## config.mk

```make
export PLATFORM = sky130hd
export DESIGN_NAME = mem_bus_arbiter
export DESIGN_NICKNAME = d
export VERILOG_FILES = /design/src/rtl/mem_bus_arbiter.sv
export SDC_FILE = /design/constraint.sdc
export NUM_CORES = 1
export LEC_CHECK = 0
export CORE_AREA = 2 2 133 135
export CTS_CLUSTER_DIAMETER = 200
export DETAILED_ROUTE_END_ITERATION = 10
export DIE_AREA = 0 0 135 137
export GPL_ROUTABILITY_DRIVEN = 0
export GPL_TIMING_DRIVEN = 0
export PLACE_DENSITY = 0.56
export SLEW_MARGIN = 20
export SYNTH_ARGS = -nofsm -noshare
export SYNTH_HDL_FRONTEND = slang
export SYNTH_SLANG_ARGS = --single-unit
```

## constraint.sdc

```tcl
create_clock -name clk -period 1.6 [get_ports clk]
set_input_delay 0.4 -clock clk [delete_from_list [all_inputs] [get_ports clk]]
set_output_delay 0.4 -clock clk [all_outputs]
set_load 0.02 [all_outputs]
```

## src/rtl/mem_bus_arbiter.sv

```systemverilog
// mem_bus_arbiter: two-master round-robin arbiter for the PicoRV32 native bus.
// Define ARB_TIMEOUT_EN to enable the bus-timeout watchdog.
module mem_bus_arbiter #(
  parameter int unsigned TIMEOUT_CYCLES = 255,
  parameter logic [31:0] ERR_RDATA      = 32'hDEAD_BEEF
) (
  input  logic        clk,
  input  logic        resetn,
  input  logic        m0_valid,
  input  logic [31:0] m0_addr,
  input  logic [31:0] m0_wdata,
  input  logic [3:0]  m0_wstrb,
  output logic [31:0] m0_rdata,
  output logic        m0_ready,
  input  logic        m1_valid,
  input  logic [31:0] m1_addr,
  input  logic [31:0] m1_wdata,
  input  logic [3:0]  m1_wstrb,
  output logic [31:0] m1_rdata,
  output logic        m1_ready,
  output logic        s_valid,
  output logic [31:0] s_addr,
  output logic [31:0] s_wdata,
  output logic [3:0]  s_wstrb,
  input  logic [31:0] s_rdata,
  input  logic        s_ready,
  output logic [1:0]  grant,
  input  logic        err_clr,
  output logic        timeout_err,
  output logic [31:0] err_addr
);

  typedef enum logic {IDLE, BUSY} state_e;

  state_e      state_q, state_d;
  logic        owner_q, owner_d;
  logic        last_q, last_d;
  logic        busy;
  logic        sel_valid;
  logic [31:0] sel_addr;
  logic [31:0] sel_wdata;
  logic [3:0]  sel_wstrb;
  logic        done;
  logic        tmo;
  logic        rsp;
  logic [31:0] rsp_data;

  assign busy = (state_q == BUSY);

  always_comb begin
    sel_valid = m0_valid;
    sel_addr  = m0_addr;
    sel_wdata = m0_wdata;
    sel_wstrb = m0_wstrb;
    if (owner_q) begin
      sel_valid = m1_valid;
      sel_addr  = m1_addr;
      sel_wdata = m1_wdata;
      sel_wstrb = m1_wstrb;
    end
  end

  // Non-owner inputs never reach the slave side; idle bus is all zero
  always_comb begin
    s_valid = busy & sel_valid;
    s_addr  = busy ? sel_addr  : 32'h0;
    s_wdata = busy ? sel_wdata : 32'h0;
    s_wstrb = busy ? sel_wstrb : 4'h0;
    grant   = busy ? {owner_q, ~owner_q} : 2'b00;
  end

  assign done     = s_valid & s_ready;
  assign rsp      = done | tmo;
  assign rsp_data = done ? s_rdata : ERR_RDATA;

  always_comb begin
    m0_ready = rsp & ~owner_q;
    m1_ready = rsp & owner_q;
    m0_rdata = m0_ready ? rsp_data : 32'h0;
    m1_rdata = m1_ready ? rsp_data : 32'h0;
  end

  always_comb begin
    state_d = state_q;
    owner_d = owner_q;
    last_d  = last_q;
    case (state_q)
      IDLE: begin
        if (m0_valid | m1_valid) begin
          state_d = BUSY;
          owner_d = (m0_valid & m1_valid) ? ~last_q : m1_valid;
        end
      end
      BUSY: begin
        // A dropped request aborts without touching the fairness pointer
        if (!s_valid) begin
          state_d = IDLE;
        end else if (rsp) begin
          state_d = IDLE;
          last_d  = owner_q;
        end
      end
      default: state_d = IDLE;
    endcase
  end

  always_ff @(posedge clk or negedge resetn) begin
    if (!resetn) begin
      state_q <= IDLE;
      owner_q <= 1'b0;
      last_q  <= 1'b1;
    end else begin
      state_q <= state_d;
      owner_q <= owner_d;
      last_q  <= last_d;
    end
  end

`ifdef ARB_TIMEOUT_EN
  localparam logic [15:0] TMO_LAST = 16'(TIMEOUT_CYCLES - 1);

  logic [15:0] timer_q, timer_d;
  logic        err_q, err_d;
  logic [31:0] err_addr_q, err_addr_d;

  assign tmo = s_valid & ~s_ready & (timer_q == TMO_LAST);

  always_comb begin
    timer_d    = 16'h0;
    err_d      = err_q;
    err_addr_d = err_addr_q;
    if (busy & s_valid & ~s_ready & ~tmo) begin
      timer_d = timer_q + 16'h1;
    end
    if (tmo) begin
      err_d      = 1'b1;
      err_addr_d = s_addr;
    end else if (err_clr) begin
      err_d = 1'b0;
    end
  end

  always_ff @(posedge clk or negedge resetn) begin
    if (!resetn) begin
      timer_q    <= 16'h0;
      err_q      <= 1'b0;
      err_addr_q <= 32'h0;
    end else begin
      timer_q    <= timer_d;
      err_q      <= err_d;
      err_addr_q <= err_addr_d;
    end
  end

  assign timeout_err = err_q;
  assign err_addr    = err_addr_q;
`else
  logic [32:0] unused_cfg;

  assign unused_cfg  = {err_clr, 32'(TIMEOUT_CYCLES)};
  assign tmo         = 1'b0;
  assign timeout_err = 1'b0;
  assign err_addr    = 32'h0;
`endif

endmodule

```

Word-level counts from Yosys, hierarchy flattened
Index checks and enable logic that the tools add are counted.
Widths: inputs -> output; s select.
{"block": "totals", "output_inout_bits": 170, "ff_bits": 3, "memories": 0, "latch_bits": 0, "ramBits": 0, "inputBits": 174, "romBits": 0}
{"block": "op_classes", "n_mux": 16, "multipliers": 0, "n_reduce_logical": 2, "n_addsub": 0, "n_eq_ne": 0, "n_shift": 0, "n_bitwise": 9, "div": 0, "n_lt_le_gt_ge": 0}
{"operator": "$mux 32", "n": 7}
{"operator": "$mux 4", "n": 2}
{"operator": "$and 1x1->1", "n": 5}
{"operator": "$mux 1", "n": 5}
{"operator": "$not 1->1", "n": 3}
{"operator": "$reduce_and 3->1", "n": 1}
{"operator": "$mux 2", "n": 1}
{"operator": "$pmux 1 s2", "n": 1}
{"operator": "$reduce_and 2->1", "n": 1}
{"operator": "$or 1x1->1", "n": 1}

Logic depth before layout (Yosys ltp)
Gate-level depths: netlist of the first run.
{"block": "logic_depth", "word_depth": 6, "mapped_depth": 5, "mapped_depth_nobuf": 3}

Worst setup path after synthesis of the first run
No wires, ideal clock.
{"block": "synth_path", "path_kind": "input to output", "start": "input s_ready", "end": "output m0_rdata[12]", "arrival_time_ns": 1.124, "required_time_ns": 1.200, "path_stages": 5, "setup_slack_ns": 0.076, "path_buffers": 2, "cell_sequence": "and2_1 > buf_6 > buf_6 > nand2_1 > nor2_1"}
{"block": "synth_between", "elab_chain_cells": 3}
{"item": "from (decl)", "line": "26", "text": "input logic s_ready,"}
{"item": "$and 1x1->1 (*)", "line": "72", "text": "assign done = s_valid & s_ready;"}
{"item": "$mux 32 or $and 1x1->1 (tied branches)", "line": "74, 77"}
{"item": "$mux 32 (*)", "line": "79", "text": "m0_rdata = m0_ready ? rsp_data : 32'h0;"}
{"item": "to (decl)", "line": "13", "text": "output logic [31:0] m0_rdata,"}
Mark *: on every way between the ends. The rest lies on a longest branch, timed or not.

Worst setup path in the final report of the first run
{"block": "layout_path", "start": "register owner_q", "end": "output s_wdata[15]"}
{"block": "layout_between", "elab_chain_cells": 2}
{"item": "from (decl)", "line": "36", "text": "logic owner_q, owner_d;"}
{"item": "from (signal assigned)", "line": "114", "text": "owner_q <= owner_d;"}
{"item": "$mux 32", "line": "55", "text": "if (owner_q) begin"}
{"item": "$mux 32", "line": "67", "text": "s_wdata = busy ? sel_wdata : 32'h0;"}
{"item": "to (decl)", "line": "23", "text": "output logic [31:0] s_wdata,"}
Every way passes these cells.

==> impl_metrics.ini, run 1 <==
[routing]
vias = 3285
first_pass_iters = 4
routed_wl_um = 13000
wl_per_cell_um = 14.4
ant_nets = 0
viasPerCell = 3.62
dr.first_iter.drc_count = 45
drcViolationCount = 0

[timing]
rsz0062_at_grt = yes
finalCritPeriodShare_pct = 117
setup_viol = 136
hold_violations = 0
whs_ns = 0.356
clock.fmax_mhz = 536
clock_skew_ns = 0.0000468
drv_slew = 0
finalWorstSetupSlack_ns = -0.267
period_needed_ns = 1.87

[synthesis]
synth_edf_count = 0
synthFlopType = dfrtp_1
yosysWarnings = 0
ys_seq_area_share_pct = 3.91
synth_area_um2 = 1950
synth_top_area_share_pct = 34.8
yosysMostFrequentCell = nor2_1
syn_avg_cell_area_um2 = 6.20
synth_common_cells = nor2_1 (136), mux2i_1 (68), buf_4 (34)
async_flop_share_pct = 100
syn-instance-count = 315
synth_cell_types = 21
yosys.area.top_type = mux2i_1
yosys_register_bits = 3
ys_top_cells_by_area = mux2i_1 (35%), nor2_1 (26%), buf_4 (13%)

[pwr]
p_sw_uw = 2760
power_frac_seq_pct = 2.3
p_comb_share_pct = 91.1
vdd_ir_drop_max_mv = 0.450
clockPowerShare_pct = 6.5
swShare_pct = 45.2
finalPower_uw = 6100
internal_power_uw = 3340
leakagePower_uw = 0.00303
pwr_density_cell_nw_per_um2 = 967

[final_layout]
layout-drive-gt1-share_pct = 45.4
nNetsFinal = 856
nFillCells = 1804
fin_util_pct = 37.0
regArea_um2 = 78.8
design_area_um2 = 6300
syn_to_final_growth_pct = 223
multiInputGateArea_um2 = 1950

[global_route]
grt_max_degree = 11
grt_pass1_vias = 3132
grt_use_total_pct = 12.1
antenna_found_initial = 1
overflow = 0
grt_first_pass_wirelength_um = 17400

[die]
die_y_um = 137
die_width_um = 135
io_pins = 344
core_um2 = 17100
die_area_um2 = 18500
start_util_pct = 11.5
rows = 48

[clock_tree]
numCtsBuffers = 3
cts_buffer_depth = 2
h-tree-depth = 1
cts_hold_buf = 0
clkTransAtPathRegs_ns = 0.03
cts_tree = yes
insertion_delay_ns = 0.22
cts_root_buf = clkbuf_16
cts.sinks = 3

[critical_path]
cp.required_ns = 1.20
cpPeakStageDelay_ns = 0.40
worstSetupStartpointType = flop
cp-end-kind = output pin
cp_max_fo = 5
worst_path_max_delay_cell = dfrtp_2
cp-startpoint = owner_q
critical_path_class = flop to output pin
timing.rr.start = owner_q
crit_chain = buf_6, buf_12, buf_16, mux2i_1, nor2_1, buf_4
critPathArrivalTime_ns = 1.47

[status]
status = finished, violations left
failed_checks = setup timing

[job]
max_cap_viol_count = 0

[placement]
placed_cell_area_um2 = 5450
port_buffers = 309
dp.final_hpwl_um = 9950

[worst_hold_path]
hp-class = input pin to async pin
cells in the final DEF (no fill, tap or decap), types with 3 or more instances in the layout:
| master | synthesis | routed |
|---|---|---|
| a21oi_1 | 4 | 3 |
| buf_12 | 1 | 12 |
| buf_16 | 0 | 4 |
| buf_2 | 7 | 5 |
| buf_4 | 34 | 139 |
| buf_6 | 10 | 33 |
| buf_8 | 0 | 6 |
| clkbuf_16 | 0 | 13 |
| clkbuf_2 | 0 | 7 |
| clkdlybuf4s50_1 | 0 | 169 |
| conb_1 | 1 | 33 |
| mux2i_1 | 68 | 60 |
| mux2i_2 | 0 | 5 |
| mux2i_4 | 0 | 3 |
| nand2_2 | 11 | 18 |
| nand2_4 | 0 | 13 |
| nor2_1 | 136 | 95 |
| nor2_2 | 0 | 23 |
| nor2_4 | 0 | 18 |
critical path: cells and delay by family, from the launching register on:
| family | cells | cell delay (ns) |
|---|---|---|
| buf+inv | 4 | 0.58 |
| flops | 1 | 0.40 |
| mux | 1 | 0.12 |
| simple gates | 1 | 0.14 |
state kept, by name (all words and copies together), names as in the netlist:
name     count
busy         1
last_q       1
owner_q      1
per-layer routing:
layer	vias to the layer above	wire length, um	global-route usage (%)
met5	-	0	0
met2	195	7120	24.1
met4	0	83	1.27
met1	1404	4610	12.9
met3	8	1230	3.41
li1	1678	-	-
final timing paths:
path	end	slack [ns]	cells past startpoint
worst max-delay path	s_wdata[15]	-0.27	6
worst min-delay path	busy	0.36	1
worst max register to register	owner_q	0.31	6
worst min register to register	last_q	0.50	2
max in group asynchronous	last_q	1.03	1
min in group clk	last_q	0.50	2
cell type report:
class | instances | share of cell area, %
buffer | 59 | 10.1
sequential | 3 | 1.25
clock buffer | 4 | 1.25
multi-input combinational | 283 | 31.0
timing repair buffer | 330 | 51.7
inverter | 2 | 0.159
antenna | 2 | 0.0794
tap | 225 | 4.47
power by group through the flow:
stage / registers [uW] / clock network, uW / logic [uW]
2_1_floorplan: 129 / 0 / 2470
3_3_place_gp: 136 / 0 / 4400
3_5_place_dp: 137 / 0 / 4390
4_1_cts: 142 / 406 / 4840
5_1_grt: 147 / 413 / 5900
6_report: 142 / 399 / 5560
through the flow:
stage / setup slack (ns) / instances / TNS [ns]
after CTS: -0.324 / 893 / -30.00
after floorplan: 0.0760 / 347 / 0
after detailed placement: -1.03 / 881 / -99.99
final: -0.267 / 908 / -29.79
after global routing: -0.318 / 906 / -36.93
after global placement: -1.05 / 881 / -100.24
timing repair:
action | 4_1_cts | 5_1_grt
setup endpoints to repair | 137 | 137
gates cloned | 5 | 10
setup buffers | 3 | 3
pin swaps | 6 | 18
resized for setup | 770 | 123
cell families after synthesis:
logic type / share of synthesized area [%]
compound gates: 1.79
buf+inv: 23.4
flops: 3.91
mux: 34.8
other cells: 0.192
simple gates: 35.9
(Power assumes the default switching activity.)
==> run 2: changes to the inputs <==
--- a/config.mk
+++ b/config.mk
@@ -11,6 +11,7 @@
 export DIE_AREA = 0 0 135 137
 export GPL_ROUTABILITY_DRIVEN = 0
 export GPL_TIMING_DRIVEN = 0
+export MAX_ROUTING_LAYER = met4
 export PLACE_DENSITY = 0.56
 export SLEW_MARGIN = 20
 export SYNTH_ARGS = -nofsm -noshare
==> run 2 against run 1 <==
  * The flow still finishes with violations (setup timing)
  * Worst hold slack hardly changed
  * Power hardly changed
  * Register-to-register slack hardly changed
  * Critical path type unchanged
  * Largest cell class unchanged
  * Highest routed layer unchanged
==> impl_metrics.ini, run 2 (synthesized netlist as in run 1, its figures left out) <==
[status]
status = finished, violations left
failed_checks = setup timing

[final_layout]
fin_cells = 908
syn_to_final_growth_pct = 223
design_area_um2 = 6300
fin_util_pct = 37.0
final_common_cell = clkdlybuf4s50_1
layout-drive-gt1-share_pct = 45.4
nNetsFinal = 856
final_cell_mix = clkdlybuf4s50_1 (169), buf_4 (139), nor2_1 (95), mux2i_1 (60)

[die]
core_um2 = 17100
start_util_pct = 11.5
die_width_um = 135
io_pins = 344
die_area_um2 = 18500
rows = 48
die_y_um = 137

[critical_path]
worst_path_max_delay_cell = dfrtp_2
cpPeakStageDelay_ns = 0.40
critPathArrivalTime_ns = 1.47
crit_buf_inv = 4
crit_family = buffers and inverters
worstSetupStartpointType = flop
cp-end-kind = output pin
critical_path_class = flop to output pin
cp_max_fo = 5
cp.required_ns = 1.20
crit_chain = buf_6, buf_12, buf_16, mux2i_1, nor2_1, buf_4

[timing]
finalCritPeriodShare_pct = 117
drv_slew = 0
finalWorstSetupSlack_ns = -0.267
clock.fmax_mhz = 536
hold_violations = 0
period_needed_ns = 1.87
clock_skew_ns = 0.0000467
setup_viol = 136
rsz0062_at_grt = yes

[pwr]
leakagePower_uw = 0.00303
finalPower_uw = 6100
vdd_ir_drop_max_mv = 0.450
pwr_density_cell_nw_per_um2 = 968

[routing]
routed_wl_um = 13100
viasPerCell = 3.63
drcViolationCount = 0
first_pass_iters = 4
ant_nets = 0
dr.first_iter.drc_count = 41
wl_per_cell_um = 14.4
vias = 3294

[global_route]
grt_first_pass_wirelength_um = 17300
grt_max_degree = 11
grt_pass1_vias = 3143
overflow = 0
antenna_found_initial = 1
grt_use_total_pct = 12.4

[placement]
placed_cell_area_um2 = 5450
dp.cells = 881
port_buffers = 309
dp.final_hpwl_um = 9950

[clock_tree]
h-tree-depth = 1
numCtsBuffers = 3
cts_root_buf = clkbuf_16
cts_hold_buf = 0
insertion_delay_ns = 0.22
clkTransAtPathRegs_ns = 0.03
cts_tree = yes
cts_buffer_depth = 2
cts.sinks = 3

[worst_hold_path]
hp-class = input pin to async pin

[job]
max_cap_viol_count = 0
run 2: per-layer routing:
layer | vias to the layer above | GRT usage, % | routed length (um)
li1 | 1680 | - | -
met1 | 1411 | 13.2 | 4710
met2 | 195 | 24.1 | 7090
met3 | 8 | 3.04 | 1170
met4 | 0 | 1.27 | 83
met5 | - | - | 0
run 2: final cells by class:
cell class	instances	area, um^2
diodes	2	5.00
multi-input cells	283	1950
fillers	1804	10800
inverters	2	10.0
plain buffers	59	636
repair buffers	330	3260
clock buffers	4	78.8
well taps	225	282
flip-flops and latches	3	78.8
run 2: repair_timing:
action / 4_1_cts / 5_1_grt
gates resized for setup: 770 / 123
setup buffers: 3 / 3
gates cloned: 5 / 10
endpoints found under the setup margin: 137 / 137
pin swaps: 6 / 18
run 2: through the flow:
stage	setup WS, ns	TNS, ns	hold slack (ns)
floorplan	0.0760	0	0.104
global placement	-1.05	-100.24	0.494
detailed placement	-1.03	-99.99	0.503
CTS	-0.324	-30.00	0.356
global route	-0.318	-36.92	0.368
finish	-0.267	-29.80	0.356
run 2: report_power, final:
part	internal (uW)	leakage, uW	total [uW]	switching (uW)
Sequential	115	0.0000314	142	26.2
Clock	329	0.0000382	399	70.4
Combinational	2900	0.00296	5560	2660
Total	3340	0.00303	6100	2760
run 2: path summary, 6_finish.rpt:
check                               to  startpoint  slack, ns  cells past startpoint
setup / recovery           s_wdata[15]     owner_q      -0.27                      6
hold / removal                    busy      resetn       0.36                      1
setup reg to reg               owner_q     owner_q       0.31                      6
hold reg to reg                 last_q      last_q       0.50                      2
max in group asynchronous       last_q      resetn       1.03                      1
min in group clk                last_q      last_q       0.50                      2
==> run 3: changes to the inputs <==
--- a/config.mk
+++ b/config.mk
@@ -13,7 +13,8 @@
 export GPL_TIMING_DRIVEN = 0
 export MAX_ROUTING_LAYER = met4
 export PLACE_DENSITY = 0.56
-export SLEW_MARGIN = 20
+export SKIP_CTS_REPAIR_TIMING = 1
+export SLEW_MARGIN = 10
 export SYNTH_ARGS = -nofsm -noshare
 export SYNTH_HDL_FRONTEND = slang
 export SYNTH_SLANG_ARGS = --single-unit
==> run 3 against run 2 <==
  * First-iteration DRC count up 4.9%
  * Critical endpoint is now s_addr[10]
  * Via count down 1.2%
  * Critical path depth did not move
  * Sequential cell count did not move
  * Clock-buffer cell count did not move
  * Clock power about the same
  * Clock skew increased by 0.00053 ns
  * The flow still finishes with violations (setup timing)
==> impl_metrics.ini, run 3 (synthesized netlist as in run 1, its figures left out) <==
[critical_path]
cp.required_ns = 1.20
timing.rr.start = owner_q
cp-startpoint = owner_q
critPathArrivalTime_ns = 1.49
cpPeakStageDelay_ns = 0.44
cp_max_fo = 10
crit_buf_inv = 4
worst_path_max_delay_cell = dfrtp_2
critical_path_class = flop to output pin
crit_chain = buf_12, buf_12, buf_4, mux2i_1, nor2_1, buf_2
worstSetupStartpointType = flop
crit_family = buffers and inverters
cpMostUsedCell = buf_12
cp-end-kind = output pin

[final_layout]
nNetsFinal = 853
final_cell_mix = clkdlybuf4s50_1 (169), buf_4 (121), nor2_1 (109), mux2i_1 (62), buf_6 (34)
syn_to_final_growth_pct = 208
design_area_um2 = 6020
fin_cells = 905
nFillCells = 1827
layout-drive-gt1-share_pct = 41.6
final_common_cell = clkdlybuf4s50_1
fin_util_pct = 35.3

[die]
die_area_um2 = 18500
io_pins = 344
core_um2 = 17100
die_y_um = 137
start_util_pct = 11.5
rows = 48
die_width_um = 135

[clock_tree]
clkTransAtPathRegs_ns = 0.03
cts.sinks = 3
insertion_delay_ns = 0.22
numCtsBuffers = 3
cts_buffer_depth = 2
cts_root_buf = clkbuf_16
cts_tree = yes
h-tree-depth = 1

[placement]
post-place-ws_ns = -1.03
dp.final_hpwl_um = 9950
placed_cell_area_um2 = 5450
dp.cells = 881
port_buffers = 309

[timing]
hold_violations = 0
setup_viol = 136
drv_slew = 0
clock.fmax_mhz = 530
period_needed_ns = 1.89
rsz0062_at_grt = yes
finalWorstSetupSlack_ns = -0.287
finalCritPeriodShare_pct = 118
clock_skew_ns = 0.000581
fin_tns_setup_ns = -25.27

[pwr]
pwr_density_cell_nw_per_um2 = 936
leakagePower_uw = 0.00298
vdd_ir_drop_max_mv = 0.551

[status]
status = finished, violations left
failed_checks = setup timing

[job]
max_cap_viol_count = 0

[global_route]
grt_use_total_pct = 11.7
grt_pass1_vias = 3042
overflow = 0
grt_max_degree = 11
grt_first_pass_wirelength_um = 16400
antenna_found_initial = 1

[routing]
dr.first_iter.drc_count = 43
viasPerCell = 3.60
wl_per_cell_um = 13.7
routed_wl_um = 12400
vias = 3254
drcViolationCount = 0
ant_nets = 0
first_pass_iters = 4

[worst_hold_path]
hp-class = input pin to async pin
[run 3: changes by cell type in the layout (fill, tap and decap cells not counted), moves of 6 or more]
cell	change
buf_4	-18
nand2_1	+6
nor2_2	-12
buf_2	+25
nor2_1	+14
[run 3: cell type report]
cell class	count	area, um^2	share of cell area (%)
Antenna cell	2	5.00	0.0831
Buffer	59	607	10.1
Sequential cell	3	78.8	1.31
Timing Repair Buffer	327	3100	51.4
Tap cell	225	282	4.67
Inverter	2	10.0	0.166
Clock buffer	4	78.8	1.31
Multi-Input combinational cell	283	1870	31.0
[run 3: power by group]
part | total [uW] | switching, uW | internal [uW]
logic | 5080 | 2500 | 2580
registers | 157 | 41.2 | 116
clock network | 399 | 70.0 | 329
[run 3: final timing paths]
| kind | endpoint | slack, ns | cells past startpoint |
|---|---|---|---|
| min in group clk | owner_q | 0.46 | 2 |
| max | s_addr[10] | -0.29 | 6 |
| min reg2reg | last_q | 0.50 | 2 |
| max reg2reg | owner_q | 0.28 | 6 |
| max in group asynchronous | last_q | 1.03 | 1 |
| min | owner_q | 0.36 | 1 |
[run 3: metrics by stage]
stage	hold WS, ns	power, uW
after floorplan	0.104	2600
after CTS	0.356	4950
final	0.357	5640
after global placement	0.494	4540
after detailed placement	0.503	4530
after global routing	0.368	6000
[run 3: layer usage]
layer | up-vias | global-route usage (%) | part of all wire [%]
li1 | 1672 | - | -
met1 | 1385 | 12.7 | 36
met2 | 191 | 22.0 | 55
met3 | 6 | 3.07 | 9.4
met4 | 0 | 1.50 | 0.51
met5 | - | - | 0
==> patch (settings of run 3) <==
Build with the macro `ARB_TIMEOUT_EN` defined.
--- a/src/rtl/mem_bus_arbiter.sv
+++ b/src/rtl/mem_bus_arbiter.sv
@@ -1,5 +1,7 @@
 // mem_bus_arbiter: two-master round-robin arbiter for the PicoRV32 native bus.
 // Define ARB_TIMEOUT_EN to enable the bus-timeout watchdog.
+`define ARB_TIMEOUT_EN
+
 module mem_bus_arbiter #(
   parameter int unsigned TIMEOUT_CYCLES = 255,
   parameter logic [31:0] ERR_RDATA      = 32'hDEAD_BEEF
Function: no difference found for any inputs over 10 cycles, from zero or initial values and one cycle with resetn low; that may be too few to reach the edited logic, so the function may still have changed.
==> patch against run 3 <==
- the run still ends with negative setup slack left
- sequential power rose to 9.0 times the old value
- clock skew up 0.0038 ns
- worst setup slack worse by 1.0 ns
- die area unchanged
- count of clock-buffer cells in the layout up 3
- area after synthesis up 110%
- critical path depth up 3
- non-clock buffer count up 38
- wire length up 52%
- fmax down 35%
- worst hold slack worse by 0.16 ns
- sequential cell count up 49
- power up 74%
- design area up 56%
- critical endpoint is now m0_rdata[26]
- largest cell class unchanged
- highest routed layer unchanged
==> patch: results (changes against run 3) <==
.. list-table::
   :header-rows: 1

   * - Metric
     - Value
   * - Overall track demand over capacity in global routing
     - 0.192 (was 0.117)
   * - Global-route wire length before repair
     - 26800 µm (was 16400 µm)
   * - Synth top cells by count
     - nand2_1 (101), nor2_1 (91), mux2i_1 (68), dfrtp_1 (51), mux2_4 (29) (was nor2_1 (136), mux2i_1 (68), buf_4 (34), nand2_1 (23), nand2_2 (11))
   * - Biggest area contributors in the synthesized netlist
     - dfrtp_1 (31%), mux2i_1 (17%), mux2_4 (11%) (was mux2i_1 (35%), nor2_1 (26%), buf_4 (13%))
   * - Worst setup timing slack at the placement stage
     - -1.70 ns (was -1.03 ns)
   * - Amount of wire on met3 after detailed routing
     - 1450 µm (was 1160 µm)
   * - Static Leakage
     - 4.29 nW (was 2.98 nW)
   * - Setup-violating endpoint count in the final report
     - 221 (was 136)
   * - Number of buffers created by CTS
     - 5 (was 3)
   * - Final Non-Filler Cells
     - 1086 (was 905)
   * - PnR worst setup slack
     - -1.29 ns (was -0.287 ns)
   * - Reg-to-reg setup timing slack
     - -0.65 ns (was 0.28 ns)
   * - Worst IR Drop VDD
     - 0.505 mV (was 0.551 mV)
   * - Post-place instance area
     - 8260 µm² (was 5450 µm²)
   * - Setup TNS
     - -140.73 ns (was -25.27 ns)
   * - Outcome
     - finished, violations left (unchanged)
   * - Via-to-Cell Ratio
     - 4.40 (was 3.60)
   * - Post-Route Skew
     - 0.00438 ns (was 0.000581 ns)
   * - Met2 routed wirelength
     - 9880 µm (was 6750 µm)
   * - Largest fanout of any net on the critical path
     - 8 (was 10)
   * - Net count of the finished layout
     - 1035 (was 853)
   * - Detailed placement HPWL
     - 15000 µm (was 9950 µm)
   * - Global-route track usage on met2
     - 0.350 (was 0.220)
   * - Distinct cell type count after synthesis
     - 48 (was 21)
   * - Final routed wirelength across all metal layers
     - 18700 µm (was 12400 µm)
   * - Critical path's slowest cell
     - or4b_4 (was dfrtp_2)
   * - Average footprint of a synthesized cell
     - 8.78 µm² (was 6.20 µm²)
   * - Critical register-to-register path endpoint
     - timer_q[10] (was owner_q)
   * - Part of the power in the clock network
     - 0.112 (was 0.071)
   * - Vias in the first global route
     - 4668 (was 3042)
   * - Arithmetic-cell share of the synthesized area counting full adders, half adders and majority gates
     - 0.00615 (was 0)
   * - Cell count of the worst reg-to-reg path
     - 9 (was 6)
   * - Int Pwr
     - 5.87 mW (was 3.03 mW)
   * - GR Util met1
     - 0.211 (was 0.127)
   * - Violated checks
     - negative setup slack (unchanged)
   * - Filler instances
     - 1530 (was 1827)
   * - Part of the Yosys area used for sequential elements
     - 0.320 (was 0.0391)
   * - Worst path max stage delay
     - 0.50 ns (was 0.44 ns)
   * - M1 wire length
     - 7010 µm (was 4390 µm)
==> patch: changes by cell type in the layout (fill, tap and decap cells not counted), moves of 47 or more <==
| cell | run 3 | this run |
|---|---|---|
| buf_4 | 121 | 62 |
| buf_6 | 34 | 82 |
| clkdlybuf4s50_1 | 169 | 216 |
| dfrtp_1 | 0 | 48 |
| nand2_1 | 7 | 60 |
| nor2_1 | 109 | 42 |
==> patch: layout make-up <==
class / count / area, µm² / area share
antenna: 1 / 2.50 / 0.000266
buffer: 35 / 519 / 0.0552
clock buffer: 7 / 143 / 0.0152
clock inverter: 1 / 7.51 / 0.000797
inverter: 8 / 37.5 / 0.00399
multi-input combinational: 368 / 3260 / 0.346
sequential: 52 / 1310 / 0.139
tap: 225 / 282 / 0.0299
timing repair buffer: 389 / 3850 / 0.409
==> patch: logic make-up after synthesis <==
group / count (synthesis)
adder cells (fa/ha/maj): 2
XOR/XNOR: 12
AO/OA/AOI/OAI: 10
AND/OR/NAND/NOR: 243
buffers and inverters: 43
multiplexers: 101
flip-flops: 52
